[config.mk]
export PLATFORM = sky130hd
export DESIGN_NAME = ddfs_phase_front
export DESIGN_NICKNAME = d
export VERILOG_FILES = /design/src/rtl/ddfs_phase_front.sv
export SDC_FILE = /design/constraint.sdc
export NUM_CORES = 1
export LEC_CHECK = 0
export ABC_AREA = 1
export CORE_MARGIN = 2
export CORE_UTILIZATION = 54
export DETAILED_ROUTE_END_ITERATION = 6
export HOLD_SLACK_MARGIN = 0.05
export MAX_ROUTING_LAYER = met4
export PLACE_DENSITY = 0.92
export SKIP_CTS_REPAIR_TIMING = 1
export SYNTH_ARGS = -nofsm -noshare
export SYNTH_HDL_FRONTEND = slang
export SYNTH_SLANG_ARGS = --single-unit
[constraint.sdc]
create_clock -name clk -period 3.8 [get_ports clk]
set_clock_uncertainty 0.2 [all_clocks]
set_input_delay 0.38 -clock clk [delete_from_list [all_inputs] [get_ports clk]]
set_output_delay 0.38 -clock clk [all_outputs]
set_load 0.01 [all_outputs]
[src/rtl/ddfs_phase_front.sv]
// ddfs_phase_front
// Phase-generation front end of the DDFS datapath. It sits upstream of the
// MBRT rotator and does four jobs:
//   - holds the frequency control word (immediate or deferred-to-wrap load)
//   - runs the phase accumulator
//   - addresses the external coarse/fine sin-cos ROM
//   - re-times the ROM word, together with the rotation word and the stage
//     enables, so that all of them arrive at the rotator on the same cycle
//
// Ports
//   clk, rst          : clock (rising edge), synchronous active-high reset
//   run               : accumulator advances while high, holds while low
//   fcw_data/valid    : FCW offer; fcw_ready is high only in IDLE
//   fcw_at_wrap       : 1 = defer the offered FCW to the next carry, 0 = apply now
//   phase_clr         : zero the accumulator; also releases a pending FCW
//   rot_en_mask       : stage enables, delayed to line up with lut_data (en)
//   rom_addr/rom_data : registered ROM address, synchronous ROM word (1-cycle read)
//   lut_data, phi_rot, en, out_valid : rotator-facing outputs, cycle aligned
//   wrap              : one-cycle pulse on accumulator carry-out
//
// Optional feature: define DDFS_PHASE_DITHER_EN to add LFSR dither into the
// truncated LSBs before the address/rotation slice. The accumulator itself
// is left untouched. With the macro undefined, rom_addr and phi_rot are
// exact slices of the accumulator.
module ddfs_phase_front #(
  parameter int ACC_W = 24,
  parameter int AW    = 8,
  parameter int ROT_W = 9
) (
  input  logic             clk,
  input  logic             rst,
  input  logic             run,
  input  logic [ACC_W-1:0] fcw_data,
  input  logic             fcw_valid,
  output logic             fcw_ready,
  input  logic             fcw_at_wrap,
  input  logic             phase_clr,
  input  logic [2:0]       rot_en_mask,
  output logic [AW-1:0]    rom_addr,
  input  logic [63:0]      rom_data,
  output logic [63:0]      lut_data,
  output logic [ROT_W-1:0] phi_rot,
  output logic [2:0]       en,
  output logic             out_valid,
  output logic             wrap
);

  // Path from address register to captured ROM word is 3 edges.
  localparam int STAGES  = 3;
  localparam int TRUNC_W = ACC_W - AW - ROT_W;

  localparam logic [0:0] S_IDLE = 1'b0;
  localparam logic [0:0] S_PEND = 1'b1;

  logic [ACC_W-1:0]             acc_q, acc_d;
  logic [ACC_W-1:0]             fcw_act_q, fcw_act_d;
  logic [ACC_W-1:0]             fcw_pend_q, fcw_pend_d;
  logic [0:0]                   state_q, state_d;
  logic                         wrap_q, wrap_d;
  logic [AW-1:0]                rom_addr_q, rom_addr_d;
  logic [63:0]                  lut_q, lut_d;
  logic [STAGES:1]              vld_pipe_q, vld_pipe_d;
  logic [STAGES:1][ROT_W-1:0]   phi_pipe_q, phi_pipe_d;
  logic [STAGES:1][2:0]         en_pipe_q, en_pipe_d;

  logic [ACC_W:0]   sum;
  logic             carry;
  logic [ACC_W-1:0] ph;
  logic             unused_trunc;

  assign sum   = {1'b0, acc_q} + {1'b0, fcw_act_q};
  assign carry = run & sum[ACC_W];

`ifdef DDFS_PHASE_DITHER_EN
  logic [15:0] lfsr_q, lfsr_d;

  // Fibonacci LFSR, taps 16,15,13,4 (maximal length).
  always_comb begin
    lfsr_d = lfsr_q;
    if (run) lfsr_d = {lfsr_q[14:0], lfsr_q[15] ^ lfsr_q[14] ^ lfsr_q[12] ^ lfsr_q[3]};
  end

  always_ff @(posedge clk) begin
    if (rst) lfsr_q <= 16'hACE1;
    else     lfsr_q <= lfsr_d;
  end

  // Dither only feeds the slice; the carry may ripple into phi_rot and rom_addr.
  assign ph = acc_q + {{(ACC_W-TRUNC_W){1'b0}}, lfsr_q[TRUNC_W-1:0]};
`else
  assign ph = acc_q;
`endif

  assign unused_trunc = ^ph[TRUNC_W-1:0];

  // Accumulator: clear beats the add and suppresses the carry pulse.
  always_comb begin
    acc_d  = acc_q;
    wrap_d = 1'b0;
    if (phase_clr) begin
      acc_d = '0;
    end else if (run) begin
      acc_d  = sum[ACC_W-1:0];
      wrap_d = sum[ACC_W];
    end
  end

  // FCW load FSM. Offers are only looked at in IDLE.
  always_comb begin
    state_d    = state_q;
    fcw_act_d  = fcw_act_q;
    fcw_pend_d = fcw_pend_q;
    case (state_q)
      S_IDLE: begin
        if (fcw_valid) begin
          if (fcw_at_wrap) begin
            fcw_pend_d = fcw_data;
            state_d    = S_PEND;
          end else begin
            fcw_act_d  = fcw_data;
          end
        end
      end
      default: begin
        // A clear releases the pending word too, so FCW=0 cannot lock it up.
        if (phase_clr || carry) begin
          fcw_act_d = fcw_pend_q;
          state_d   = S_IDLE;
        end
      end
    endcase
  end

  // Address / rotation split and alignment pipeline.
  always_comb begin
    rom_addr_d = ph[ACC_W-1 -: AW];
    lut_d      = rom_data;
    phi_pipe_d = {phi_pipe_q[STAGES-1:1], ph[ACC_W-AW-1 -: ROT_W]};
    en_pipe_d  = {en_pipe_q[STAGES-1:1], rot_en_mask};
    vld_pipe_d = {vld_pipe_q[STAGES-1:1], run};
    // Data in flight belongs to the pre-clear phase; mark it all invalid.
    if (phase_clr) vld_pipe_d = '0;
  end

  always_ff @(posedge clk) begin
    if (rst) begin
      acc_q      <= '0;
      fcw_act_q  <= '0;
      fcw_pend_q <= '0;
      state_q    <= S_IDLE;
      wrap_q     <= 1'b0;
      rom_addr_q <= '0;
      lut_q      <= '0;
      vld_pipe_q <= '0;
      phi_pipe_q <= '0;
      en_pipe_q  <= '0;
    end else begin
      acc_q      <= acc_d;
      fcw_act_q  <= fcw_act_d;
      fcw_pend_q <= fcw_pend_d;
      state_q    <= state_d;
      wrap_q     <= wrap_d;
      rom_addr_q <= rom_addr_d;
      lut_q      <= lut_d;
      vld_pipe_q <= vld_pipe_d;
      phi_pipe_q <= phi_pipe_d;
      en_pipe_q  <= en_pipe_d;
    end
  end

  assign fcw_ready = (state_q == S_IDLE);
  assign rom_addr  = rom_addr_q;
  assign lut_data  = lut_q;
  assign phi_rot   = phi_pipe_q[STAGES];
  assign en        = en_pipe_q[STAGES];
  assign out_valid = vld_pipe_q[STAGES];
  assign wrap      = wrap_q;

endmodule

**Word level (Yosys, flattened, before mapping)**

Cells that the tools add are included.

- Add/sub/neg operators: 1
- Equal/unequal tests: 2
- Mux-type cells: 8
- Bitwise operators: 3
- Reductions and logical operators: 6

Operators with widths:

| cell | number |
|---|---|
| 24-bit 2-to-1 mux | 4 |
| 24-bit by 24-bit adder with 25-bit output | 1 |
| 3-bit AND reduction | 2 |
| 1-bit 2-to-1 mux | 4 |
| 2-bit by 1-bit != test with 1-bit output (second input constant) | 2 |
| 3-bit OR reduction | 1 |
| 1-bit NOT | 2 |
| 2-bit nonzero test | 1 |
| 2-bit OR reduction | 1 |
| 1-bit AND | 1 |
| 1-bit logical OR | 1 |

- Register bits after elaboration: 185
- Input bits: 97
- Output and inout bits: 87
- Word-level logic and storage cells: 34

**Longest topological paths before layout**

- Depth after elaboration: 5
- Mapped depth: 16

**Least setup slack after synthesis**

Ideal clock, no wire load.

- Path kind: register to register
- Start: register acc_q[0]
- End: register fcw_act_q[21]
- Library setup time: 0.064 ns
- Arrival: 1.958 ns
- Required time: 3.536 ns
- Slack: 1.578 ns
- Stages on the path, launching flop included: 16
- Path buffers: 2
- Cell sequence: dfxtp_1 -> ha_1 -> fa_1 -> nand2_1 -> nand2_1 -> nand3_1 -> nand2_2 -> nand2_1 -> nand3_2 -> nand2_1 -> nand2_2 -> nand2_2 -> buf_6 -> buf_6 -> nor2_2 -> nor2_1

- Cells in the longest elaborated chain, start to end: 5

RTL lines:

| element | line | RTL |
|---|---|---|
| start, declared | 55 | `logic [ACC_W-1:0] acc_q, acc_d;` |
| start signal, assigned | 147 | `acc_q <= '0;` |
| start signal, assigned | 158 | `acc_q <= acc_d;` |
| 24-bit by 24-bit adder with 25-bit output | 71 | `assign sum = {1'b0, acc_q} + {1'b0, fcw_act_q};` |
| 1-bit AND | 72 | `assign carry = run & sum[ACC_W];` |
| 1-bit logical OR | 126 | `if (phase_clr \|\| carry) begin` |
| 2-bit by 1-bit != test with 1-bit output (no line) | -- |  |
| 3-bit AND reduction (no line) | -- |  |
| end signal, assigned | 159 | `fcw_act_q <= fcw_act_d;` |
| end, declared | 56 | `logic [ACC_W-1:0] fcw_act_q, fcw_act_d;` |

Every way passes these cells.
A chain may end at the register's enable or synchronous reset.

**Final worst setup path**

Ends and elaborated chain as after synthesis.

==> impl_summary.log <==
INFO  metric critPathLaunchType = flop
INFO  metric ff2ff_setup_slack = just over 0.6 ns
INFO  metric synthesis.instances = 1083
INFO  metric final.min_clock_period = 3.19 ns
INFO  metric synth_xor_xnor_area_share = under 10%
INFO  metric grt_setup_unrepaired = false
INFO  metric sum_of_met3_wire_segment_lengths_after_detailed_routing = 1340 um
INFO  metric critical_path.max_stage_delay = 0.74 ns
INFO  metric yosys.area.top_type = sky130_fd_sc_hd__dfxtp_1
INFO  metric timing_hold_violations_final = 0
INFO  metric min-delay-path-class = reg2reg
INFO  metric gpl.final_weighted_congestion = approximately 1
INFO  metric areaGrowthSynthToFinish = 33.4%
INFO  metric worst_hold_startpoint = phi_pipe_d[14]
INFO  metric timing_worst_slew_pin_value = just over 1 ns
INFO  metric start_util = 55.4%
INFO  metric clock_pin_slew_worst_setup_and_hold_paths = approximately 0.070 ns
INFO  metric postSynthRegisterBits = 185
INFO  metric r2r-start = acc_q[0]
INFO  metric worst-endpoint-required = 3.96 ns
INFO  metric routed-wl-met2 = 10500 um
INFO  metric critical_path.endpoint_type = flop
INFO  metric via_count_of_the_first_global_routing_pass = 6799
INFO  metric cts_inserted_buffers = 17
INFO  metric power.share.combinational = 13.2%
INFO  metric switching_share = between 20 and 25%
INFO  metric drive_gt1_share = 5.85%
INFO  metric die-height = 124 um
INFO  metric detailedPlace.worstSlack = 0.707 ns
INFO  metric yosys-mux-area-fraction = 0%
INFO  metric post-route-worst-setup-slack = 0.609 ns
INFO  metric via_density = 5.01
INFO  metric power.total = 4620 uW
INFO  metric fin_cells = roughly 1400
INFO  metric htree_levels = 4
INFO  metric post_drt_wl_per_cell = 14.4 um
INFO  metric synth_compound_gate_area_share = around 8%
INFO  metric synthesized_area_fraction_occupied_by_and_or_nand_nor_cells = 26.2%
INFO  metric grt_start_max_net_pins = 78
INFO  metric whs_path_depth = 2
INFO  metric gr-total-overflow = 0
INFO  metric synth_warnings = 0
INFO  metric maximum_fanout_encountered_on_the_critical_timing_path = 46
INFO  metric worst_hold_path.endpoint = phi_pipe_d[23]
INFO  metric synth_top_area_share = between 40% and 50%
INFO  metric detailroute.via_count = 7228
INFO  metric placementRows = 43
INFO  metric final_min_period_over_clock_period = 84.0%
INFO  metric num-fill-cells = 966
INFO  metric top_signal_layer_used = met4
INFO  metric yosys-top-cells-area = sky130_fd_sc_hd__dfxtp_1 48%, sky130_fd_sc_hd__nand2_1 12%, sky130_fd_sc_hd__inv_1 10%
INFO  metric gr-usage-all-layers = 28.0%
INFO  metric synth_nets = 1205
INFO  metric p_clk_share = 41.6%
INFO  metric total_die_area = 15300 um2
INFO  metric sequentialPowerShare = 45.1%
INFO  metric design.final.nets = 1374
INFO  metric syn-mean-instance-area = 7.13 um2
INFO  metric main_combinational_cell_family_by_area_after_synthesis = simple AND/OR/NAND/NOR gates
INFO  metric clock_sinks = 185
INFO  metric hpwlAfterDp = 14100 um
INFO  metric post_detailed_routing_wire_length = 20800 um
INFO  metric placement.cell_area = about 9600 um2
INFO  metric power.static_leakage = 0.00502 uW
INFO  metric timing_worst_setup_path_type = reg2reg
INFO  metric cap_viol_max_count = 0
INFO  metric cp_cell_sequence = ha_1 -> fa_1 -> nand2_1 -> nand2_1 -> nand3_1 -> nand2_2 -> nand2_1 -> nand3_2 -> nand2_1 -> nand2_2 -> nand2_2 -> buf_4 -> nor2_2 -> nor2_1
INFO  metric max-clock-path-buffers = 2
INFO  metric synth_enable_flop_cells = 0
INFO  metric antenna-diode-count = 0
INFO  metric run_status = finished, final reports clean
INFO  metric max_freq = 313 MHz
INFO  metric route.detailed.drc = 0
INFO  metric route.layer.met1.wl = 8140 um
INFO  metric postRouteAntennaNets = 0
INFO  metric worst_r2r_endpoint = fcw_act_q[21]
INFO  metric power_per_cell_area = 449 nW/um2
INFO  metric ir_drop = 354 uV
INFO  metric post-route-cell-area = around 10000 um2
INFO  metric place.port_buffers = 183
INFO  metric adder_cell_share_of_the_synthesized_area = under 10%
INFO  metric cp_data_arrival_time = 3.35 ns
INFO  metric yosys_most_used_dff = sky130_fd_sc_hd__dfxtp_1
INFO  metric post-synth-top-count-cell = sky130_fd_sc_hd__nand2_1
INFO  metric floorplan.die.width = between 100 and 150 um
INFO  metric netlist_top_cells_count = 242 x sky130_fd_sc_hd__nand2_1, 207 x sky130_fd_sc_hd__inv_1, 185 x sky130_fd_sc_hd__dfxtp_1
INFO  metric setup_tns = 0 ns
INFO  metric synth_cell_type_count = 29
INFO  metric reg2regPathDepth = 14
INFO  metric postSynth.asyncResetShare = 0%
INFO  metric critical_path.most_common_cell = sky130_fd_sc_hd__nand2_1
INFO  metric dr.pass1.iters = 5
INFO  metric core_area = 13900 um2
INFO  metric seq_area_frac_synth = approximately 48%
INFO  metric report.final.setup_viol = 0
INFO  metric syn-cell-area = 7720 um2
INFO  metric placed_cells = approximately 1400
INFO  metric drt_iter0_drcs = roughly 570
INFO  metric tritoncts_clock_tree = done
INFO  metric slew_viol_final = 0
INFO  metric io_pins = 184
INFO  metric grt_pass1_wl = 32100 um
INFO  metric critical_path.slowest_cell = sky130_fd_sc_hd__nand2_2
INFO  metric crit_family = simple AND/OR/NAND/NOR gates
INFO  metric critPathBufInv = 1
INFO  metric number_of_antenna_violations_at_the_first_check_in_global_routing = 0
INFO  metric power.switching = about 1100 uW
INFO  metric cts-root-buf = sky130_fd_sc_hd__clkbuf_16
INFO  metric internal_power = 3480 uW
INFO  metric worstSkewPairLatency = 0.44 ns
INFO  metric timing.max_slew.rel_slack = 31.3%
tightest hold or removal path, cell delays in order (launching register included):
cell                      delay (ns)
sky130_fd_sc_hd__dfxtp_1        0.30
sky130_fd_sc_hd__inv_1          0.04
sky130_fd_sc_hd__nor2_1         0.03
state kept, by name (all words and copies together) (netlist names), 3 cells and up:
signal and flops:
lut_data 64, phi_rot 9, en_pipe_d 6, fcw_act_q 24
acc_q 24, rom_addr 8, phi_pipe_d 18, vld_pipe_q 3
en 3, fcw_pend_q 24
worst max path at each step:
stage	start	endpoint	slack [ns]	depth (start not counted)
after floorplan	acc_q[0]	fcw_act_q[21]	1.58	15
after global routing	fcw_act_q[0]	fcw_act_q[21]	0.36	14
after CTS	acc_q[0]	fcw_act_q[21]	0.62	14
after detailed placement	acc_q[0]	fcw_act_q[21]	0.71	14
after global placement	acc_q[0]	fcw_act_q[22]	0.81	14
final	acc_q[0]	fcw_act_q[21]	0.61	14
final cells by class:
class                      instances  area [um2]  share of cell area, %
timing repair buffer             189        1870                   18.2
clock inverter                    11         184                   1.79
tap                              180         225                   2.19
multi-input combinational        650        3060                   29.7
inverter                         209         785                   7.62
clock buffer                      20         467                   4.53
sequential                       185        3700                   36.0
layer usage:
metal,global-route usage [%],vias up
li1,-,3578
met1,31.3,3297
met2,47.9,293
met3,5.30,60
met4,13.8,0
met5,-,-
through the flow:
stage          hold WS, ns  util [%]
6_report             0.197      73.9
5_1_grt              0.215      73.9
4_1_cts              0.197      73.9
3_5_place_dp         0.194      69.2
3_3_place_gp         0.189      69.2
2_1_floorplan        0.188         -
layout by cell type (no fill, tap or decap), types with 2 or more instances in the layout:
master | Yosys | layout
sky130_fd_sc_hd__nand2_1 | 242 | 242
sky130_fd_sc_hd__inv_1 | 207 | 207
sky130_fd_sc_hd__dfxtp_1 | 185 | 185
sky130_fd_sc_hd__clkdlybuf4s50_1 | 0 | 182
sky130_fd_sc_hd__nor2_1 | 176 | 176
sky130_fd_sc_hd__a21oi_1 | 69 | 69
sky130_fd_sc_hd__o21ai_0 | 38 | 38
sky130_fd_sc_hd__nor2_2 | 24 | 24
sky130_fd_sc_hd__nand3_1 | 24 | 24
sky130_fd_sc_hd__ha_1 | 24 | 24
sky130_fd_sc_hd__clkbuf_16 | 0 | 17
sky130_fd_sc_hd__nand4_1 | 13 | 13
sky130_fd_sc_hd__xor2_1 | 9 | 9
sky130_fd_sc_hd__nand2_2 | 7 | 7
sky130_fd_sc_hd__buf_4 | 0 | 7
sky130_fd_sc_hd__nor3_1 | 6 | 6
sky130_fd_sc_hd__o21bai_1 | 4 | 4
sky130_fd_sc_hd__bufinv_16 | 0 | 4
sky130_fd_sc_hd__a21o_1 | 3 | 3
sky130_fd_sc_hd__inv_6 | 0 | 3
sky130_fd_sc_hd__clkbuf_8 | 0 | 3
sky130_fd_sc_hd__and2_1 | 2 | 2
sky130_fd_sc_hd__inv_2 | 2 | 2
sky130_fd_sc_hd__xnor2_1 | 2 | 2
power groups by stage:
stage          clock (uW)  combinational [uW]  sequential, uW
2_1_floorplan           0                 319            2130
3_3_place_gp            0                 574            2120
3_5_place_dp            0                 592            2130
4_1_cts              1940                 609            2080
5_1_grt              2010                 676            2090
6_report             1920                 612            2090
logic make-up (layout without fill, tap and decap cells):
logic type	Yosys count	count (layout)
compound gates	118	118
flops	185	185
buf+inv	248	429
fa+ha+maj	25	25
xor+xnor	11	11
simple gates	496	496
No activity file was read; power rests on OpenSTA's default activity.
